## src/rtl/eth_fifo_pkg.sv

```systemverilog
// Shared sizing constants for the Ethernet MAC FIFO backing RAMs.
// Also provides the supported-configuration predicate used at elaboration.
package eth_fifo_pkg;

    localparam int ETH_FIFO_DWIDTH  = 32;
    localparam int ETH_FIFO_AW_256B = 6;
    localparam int ETH_FIFO_AW_512B = 7;
    localparam int ETH_FIFO_AW_1KB  = 8;
    localparam int ETH_FIFO_AW_2KB  = 9;

    function automatic bit eth_fifo_cfg_ok(input int dw, input int aw);
        return (dw == ETH_FIFO_DWIDTH) && (aw >= ETH_FIFO_AW_256B) && (aw <= ETH_FIFO_AW_2KB);
    endfunction

endpackage

```

## src/rtl/eth_dp_fifo_ram_sizes.sv

```systemverilog
// Fixed-size variants of the FIFO RAM; each only binds the address width.
module eth_dp_fifo_ram_256b
    import eth_fifo_pkg::*;
(
    input  logic                          clk,
    input  logic                          rst_n,
    input  logic                          wea,
    input  logic [ETH_FIFO_AW_256B-1:0]   addra,
    input  logic [ETH_FIFO_DWIDTH-1:0]    dina,
    input  logic                          enb,
    input  logic [ETH_FIFO_AW_256B-1:0]   addrb,
    output logic [ETH_FIFO_DWIDTH-1:0]    doutb
);
    eth_dp_fifo_ram #(.ADDR_WIDTH(ETH_FIFO_AW_256B)) u_ram (.*);
endmodule


```

## src/rtl/eth_dp_ram_array.sv

```systemverilog
// Storage array for the FIFO RAM: synchronous full-word write and an
// unregistered read, so the owner's output register sees pre-write contents.
module eth_dp_ram_array
    import eth_fifo_pkg::*;
#(
    parameter int DATA_WIDTH = ETH_FIFO_DWIDTH,
    parameter int ADDR_WIDTH = ETH_FIFO_AW_1KB
) (
    input  logic                  clk,
    input  logic                  wea,
    input  logic [ADDR_WIDTH-1:0] addra,
    input  logic [DATA_WIDTH-1:0] dina,
    input  logic [ADDR_WIDTH-1:0] addrb,
    output logic [DATA_WIDTH-1:0] rd_data_p0
);

    localparam int DEPTH = 1 << ADDR_WIDTH;

    logic [DATA_WIDTH-1:0] mem [DEPTH];

    always_ff @(posedge clk) begin
        if (wea) begin
            mem[addra] <= dina;
        end
    end

    assign rd_data_p0 = mem[addrb];

endmodule

```

## src/rtl/eth_dp_fifo_ram.sv

```systemverilog
// Simple dual-port RAM for the MAC TX/RX FIFOs: one write port, one read port
// with a 1-cycle registered, enable-gated, reset-cleared output.
module eth_dp_fifo_ram
    import eth_fifo_pkg::*;
#(
    parameter int DATA_WIDTH = ETH_FIFO_DWIDTH,
    parameter int ADDR_WIDTH = ETH_FIFO_AW_1KB
) (
    input  logic                  clk,
    input  logic                  rst_n,
    input  logic                  wea,
    input  logic [ADDR_WIDTH-1:0] addra,
    input  logic [DATA_WIDTH-1:0] dina,
    input  logic                  enb,
    input  logic [ADDR_WIDTH-1:0] addrb,
    output logic [DATA_WIDTH-1:0] doutb
);

`ifndef GATE
    if (!eth_fifo_cfg_ok(DATA_WIDTH, ADDR_WIDTH)) begin : g_cfg_err
        initial begin
            $display("CONFIG_ERROR: unsupported eth_dp_fifo_ram size");
            $finish;
        end
    end
`endif

    logic [DATA_WIDTH-1:0] rd_data_p0;

    eth_dp_ram_array #(
        .DATA_WIDTH (DATA_WIDTH),
        .ADDR_WIDTH (ADDR_WIDTH)
    ) u_array (
        .clk        (clk),
        .wea        (wea),
        .addra      (addra),
        .dina       (dina),
        .addrb      (addrb),
        .rd_data_p0 (rd_data_p0)
    );

    // p0 -> p1: read register; sampling before the write lands gives read-first
    always_ff @(posedge clk or negedge rst_n) begin
        if (!rst_n) begin
            doutb <= '0;
        end else if (enb) begin
            doutb <= rd_data_p0;
        end
    end

endmodule

```

## config.mk

```make
export PLATFORM = sky130hd
export DESIGN_NAME = eth_dp_fifo_ram_256b
export DESIGN_NICKNAME = d
export VERILOG_FILES = /design/src/rtl/eth_fifo_pkg.sv /design/src/rtl/eth_dp_fifo_ram_sizes.sv /design/src/rtl/eth_dp_ram_array.sv /design/src/rtl/eth_dp_fifo_ram.sv
export SDC_FILE = /design/constraint.sdc
export NUM_CORES = 2
export LEC_CHECK = 0
export CORE_MARGIN = 5
export CORE_UTILIZATION = 59
export CTS_BUF_LIST = sky130_fd_sc_hd__clkbuf_8
export CTS_CLUSTER_DIAMETER = 120
export DETAILED_ROUTE_END_ITERATION = 6
export PLACE_DENSITY = 0.78
export SLEW_MARGIN = 20
export SYNTH_ARGS = -nofsm -noshare
export SYNTH_HDL_FRONTEND = slang
export SYNTH_SLANG_ARGS = --single-unit
export TNS_END_PERCENT = 50
```

## constraint.sdc

```tcl
create_clock -name clk -period 1.6 [get_ports clk]
set_input_delay 0.24 -clock clk [delete_from_list [all_inputs] [get_ports clk]]
set_output_delay 0.24 -clock clk [all_outputs]
set_load 0.02 [all_outputs]
```

==> out/summary.md <==
At the end of the flow, the number of nets in the layout was 4658. Final worst-path setup slack: -507 ps. The vertical die dimension is 377 um.

The endpoint identified for the worst register-to-register timing path is u_ram.doutb[22]$_DFFE_PN0P_. The fraction of layout cells with a size suffix above 1 works out to 34.0%. The clock period minus final worst setup slack works out to 2110 ps. The relative slew slack is 37.0%, and the CTS H-tree depth is 5. Setup violations remaining at the end of the flow were counted as 64. In this run, synthesis inferred 2048 flip-flops with an integrated enable.

The synthesized netlist devotes 3.54% of its cell area to compound gates. The path with the worst hold slack has its endpoint at u_ram.doutb[30]$_DFFE_PN0P_. The wire length of the first global-routing pass is 301000 um, and the number of flip-flops and latches in the synthesized netlist is 2080.

Simple logic cell fraction of the synthesized area: 2.83%. Clock tree synthesis inserted a total of 337 buffers. By count the netlist is led by 2048 x sky130_fd_sc_hd__edfxtp_1, 352 x sky130_fd_sc_hd__mux4_2, 256 x sky130_fd_sc_hd__mux2i_1. The area occupied by registers came out at 0.0623 mm^2. The logs give 43700 for the total via count after detailed routing and 15 for the number of antenna violations at the first check in global routing.

Setup repair after global routing could not meet its margin everywhere. Kind of path behind the tightest hold check: in -> reg. The final worst-path cycle share is 132%.

The layout filler cell count was 7366; the net count of the mapped netlist was 3867. After global routing the overflow that remains totals 0. In this run the static leakage power is 32.0 nW. The tools report the number of global-route vias before repair as 44000. The tools report the startpoint class of the critical path as a flop.

The combinational family with the most area after synthesis was multiplexers. After detailed routing, the number of remaining DRC violations is 0. Most repeated cell in the gate-level netlist after synthesis: sky130_fd_sc_hd__edfxtp_1. The tools report the site row count as 134. The worst register-to-register path begins at u_ram.u_array.mem[37][22]$_DFFE_PP_.

The logs give 0.0174 mm^2 for the area of the multi-input gates and 2450 ps for the data required time at the worst endpoint. The die span in x is 377 um, and the initial standard-cell utilization of the core is 59.4%. TritonCTS built the clock tree. During synthesis, Yosys emitted a total of 0 warnings.

The number of DRC markers in iteration 0 came out at 6135. For flop-to-flop paths, the worst setup slack is -510 ps. The die outline area was 0.142 mm^2.

Ranked by total cell area, the synthesized netlist is headed by sky130_fd_sc_hd__edfxtp_1 78%, sky130_fd_sc_hd__mux4_2 10%, sky130_fd_sc_hd__mux2i_1 3.2%. The worst hold path passes through 8 cells. The run finished, with violations left. The synthesized design devotes to its leading area cell type 77.6% of total area. The cell at the root of the clock tree is sky130_fd_sc_hd__clkbuf_8.

Clock skew on the completed layout was measured at 58.7 ps. In the final routed layout, each cell accounts on average for 31.7 um. The placed wire-length estimate was 126000 um; the transition time at the pin with the least slew margin was 936 ps. The average instance in the mapped netlist occupies 20.8 um^2. The area growth from synthesis to layout is 20.7%.

Of the total synthesized cell area, the portion taken by full adders, half adders and majority gates is 0%. The power density relative to cell area was 1140 mW/mm^2. The completed layout was analyzed and its total power is 109 mW.

sky130_fd_sc_hd__edfxtp_1 takes more of the synthesized area than any other cell. Across every metal layer, demand over resource in global routing totals 29.7%. Clock insertion delay at the later pin of the skew report: 1030 ps. After clock tree synthesis, the clock-pin slew on the worst setup and hold paths is 70 ps.

The first detailed-routing pass ran for 6 iterations. The I/O pin count is 80. The logs give 0 for the number of routed nets with antenna violations and 210000 um for the wire length after detailed routing. The number of input and output port buffers inserted was 79. The async set or reset register ratio after synthesis works out to 1.54%.

The logs give 0 for the final-report hold violation count and 475 MHz for the highest achievable clock rate. IR analysis of the VDD net gives a maximum drop of 1.09 mV. The number of pins with negative max-slew slack in the final report was 0; the non-filler instance count after layout was 6622. Counting along the longest clock path gives a buffer depth of 4. The depth of the worst register-to-register path is 6. Entering global routing, the biggest net connects 65 pins. The core area was 0.133 mm^2; the sequential area share after synthesis was 78.6%. Before CTS, the worst setup slack after placement is -1600 ps. After detailed placement, the design holds a cell count of 6014. The tools report the cell count after synthesis as 3819.

The tools report the startpoint of the most critical hold path as addrb[2]. STA classifies the critical path endpoint as a flop. Routability-driven placement congestion ratio: 0.931. The max capacitance violation total is 0, and the netlist area before placement is 0.0793 mm^2. In the synthesized netlist, mux cells make up 13.7% of the area.

STA puts the critical path data arrival time at 2960 ps. Synthesis instantiated 37 different standard cells from the library. The xor-xnor portion of the synthesized cell area is 0%. The largest fanout on the critical path was 1.

For this run, the leading register cell type out of synthesis is sky130_fd_sc_hd__edfxtp_1. The final reports fail on setup timing. The run gives 2080 as the number of clock sinks. The detailed-route vias per instance was 6.60. The category of the critical setup timing path is reg -> reg.
==> cell families after synthesis <==
| kind of cell | count (synthesis) |
|---|---|
| AOI/OAI and AO/OA | 416 |
| buffers and inverters | 220 |
| DFF | 2080 |
| and+or+nand+nor | 463 |
| muxes | 640 |
==> power by group <==
group	switching (mW)	leakage (nW)	internal (mW)	total [mW]
clock	20.0	3.43	21.0	41.0
sequential	0.357	18.8	60.4	60.7
combinational	4.40	9.73	3.21	7.61
total	24.7	32.0	84.6	109
==> routing by layer <==
| layer | track usage, % | share of wire, % | vias to the layer above |
|---|---|---|---|
| met5 | 0 | 0.028 | - |
| met4 | 13.6 | 5.1 | 8 |
| li1 | - | - | 17500 |
| met3 | 7.26 | 11 | 585 |
| met1 | 39.4 | 35 | 22400 |
| met2 | 47.5 | 49 | 3170 |
==> final cells by class <==
class | instances | share of cell area, %
diodes | 6 | 0.0157
flip-flops and latches | 2080 | 65.1
clock inverters | 229 | 1.15
repair buffers | 672 | 8.24
well taps | 1768 | 2.31
multi-input cells | 1519 | 18.1
clock buffers | 348 | 5.01
==> stage by stage <==
step / hold slack [ps] / instance area (um^2) / setup TNS [ps] / utilization, %
after global placement: 288 / 88500 / -1073380 / 66.3
after detailed placement: 293 / 88500 / -1144570 / 66.3
after CTS: 105 / 95500 / -18130 / 71.5
after global routing: 194 / 95700 / -19230 / 71.7
after floorplan: -55.6 / 79900 / -742080 / -
final: 198 / 95700 / -15850 / 71.7
==> state kept, by name, indices dropped and copies added, names as in the netlist <==
name and flops:
u_ram.u_array.mem 2048, u_ram.doutb 32
==> critical path, stage by stage, from the launching register on <==
cell and delay (ps):
sky130_fd_sc_hd__edfxtp_1 410, sky130_fd_sc_hd__mux4_2 520, sky130_fd_sc_hd__mux2i_1 160, sky130_fd_sc_hd__buf_4 170, sky130_fd_sc_hd__nor2_4 40, sky130_fd_sc_hd__o32ai_4 550
sky130_fd_sc_hd__nand2_1 100
==> cell usage in the layout, fill, tap and decap left out, types with 11 or more instances in the layout <==
master and n:
sky130_fd_sc_hd__a211oi_1 64, sky130_fd_sc_hd__a21oi_1 61, sky130_fd_sc_hd__a21oi_2 27, sky130_fd_sc_hd__a22oi_1 80, sky130_fd_sc_hd__a22oi_2 48, sky130_fd_sc_hd__buf_12 208, sky130_fd_sc_hd__buf_2 36, sky130_fd_sc_hd__buf_4 327
sky130_fd_sc_hd__buf_6 54, sky130_fd_sc_hd__clkbuf_8 348, sky130_fd_sc_hd__clkdlybuf4s50_1 11, sky130_fd_sc_hd__clkinv_1 75, sky130_fd_sc_hd__clkinv_2 28, sky130_fd_sc_hd__dfrtp_1 14, sky130_fd_sc_hd__dfrtp_2 18, sky130_fd_sc_hd__dlygate4sd3_1 34
sky130_fd_sc_hd__edfxtp_1 2048, sky130_fd_sc_hd__inv_1 111, sky130_fd_sc_hd__mux2_2 31, sky130_fd_sc_hd__mux2i_1 255, sky130_fd_sc_hd__mux4_2 352, sky130_fd_sc_hd__nand2_1 77, sky130_fd_sc_hd__nand2_2 24, sky130_fd_sc_hd__nor2_1 85
sky130_fd_sc_hd__nor2_4 72, sky130_fd_sc_hd__nor2b_1 98, sky130_fd_sc_hd__nor4_1 60, sky130_fd_sc_hd__o22ai_1 95, sky130_fd_sc_hd__o32ai_1 13, sky130_fd_sc_hd__o32ai_2 11
==> worst max path at each step <==
| stage | start | to | slack (ps) | cells past startpoint |
|---|---|---|---|---|
| 3_5_place_dp | addrb[5] | u_ram.doutb[21]$_DFFE_PN0P_ | -1600 | 9 |
| 6_report | u_ram.u_array.mem[37][22]$_DFFE_PP_ | u_ram.doutb[22]$_DFFE_PN0P_ | -510 | 6 |
| 3_3_place_gp | addrb[0] | u_ram.doutb[22]$_DFFE_PN0P_ | -1580 | 9 |
| 2_1_floorplan | addra[5] | u_ram.u_array.mem[48][0]$_DFFE_PP_ | -480 | 4 |
| 5_1_grt | u_ram.u_array.mem[37][22]$_DFFE_PP_ | u_ram.doutb[22]$_DFFE_PN0P_ | -480 | 6 |
| 4_1_cts | u_ram.doutb[21]$_DFFE_PN0P_ | doutb[21] | -500 | 2 |
==> what timing repair did <==
item / CTS / global route
setup endpoints to repair: 64 / 64
hold endpoints to repair: 2040 / 0
pin swaps: 52 / 34
hold buffers: 35 / 0
setup buffers: 4 / 2
resized for setup: 359 / 44
(Power assumes the default switching activity.)
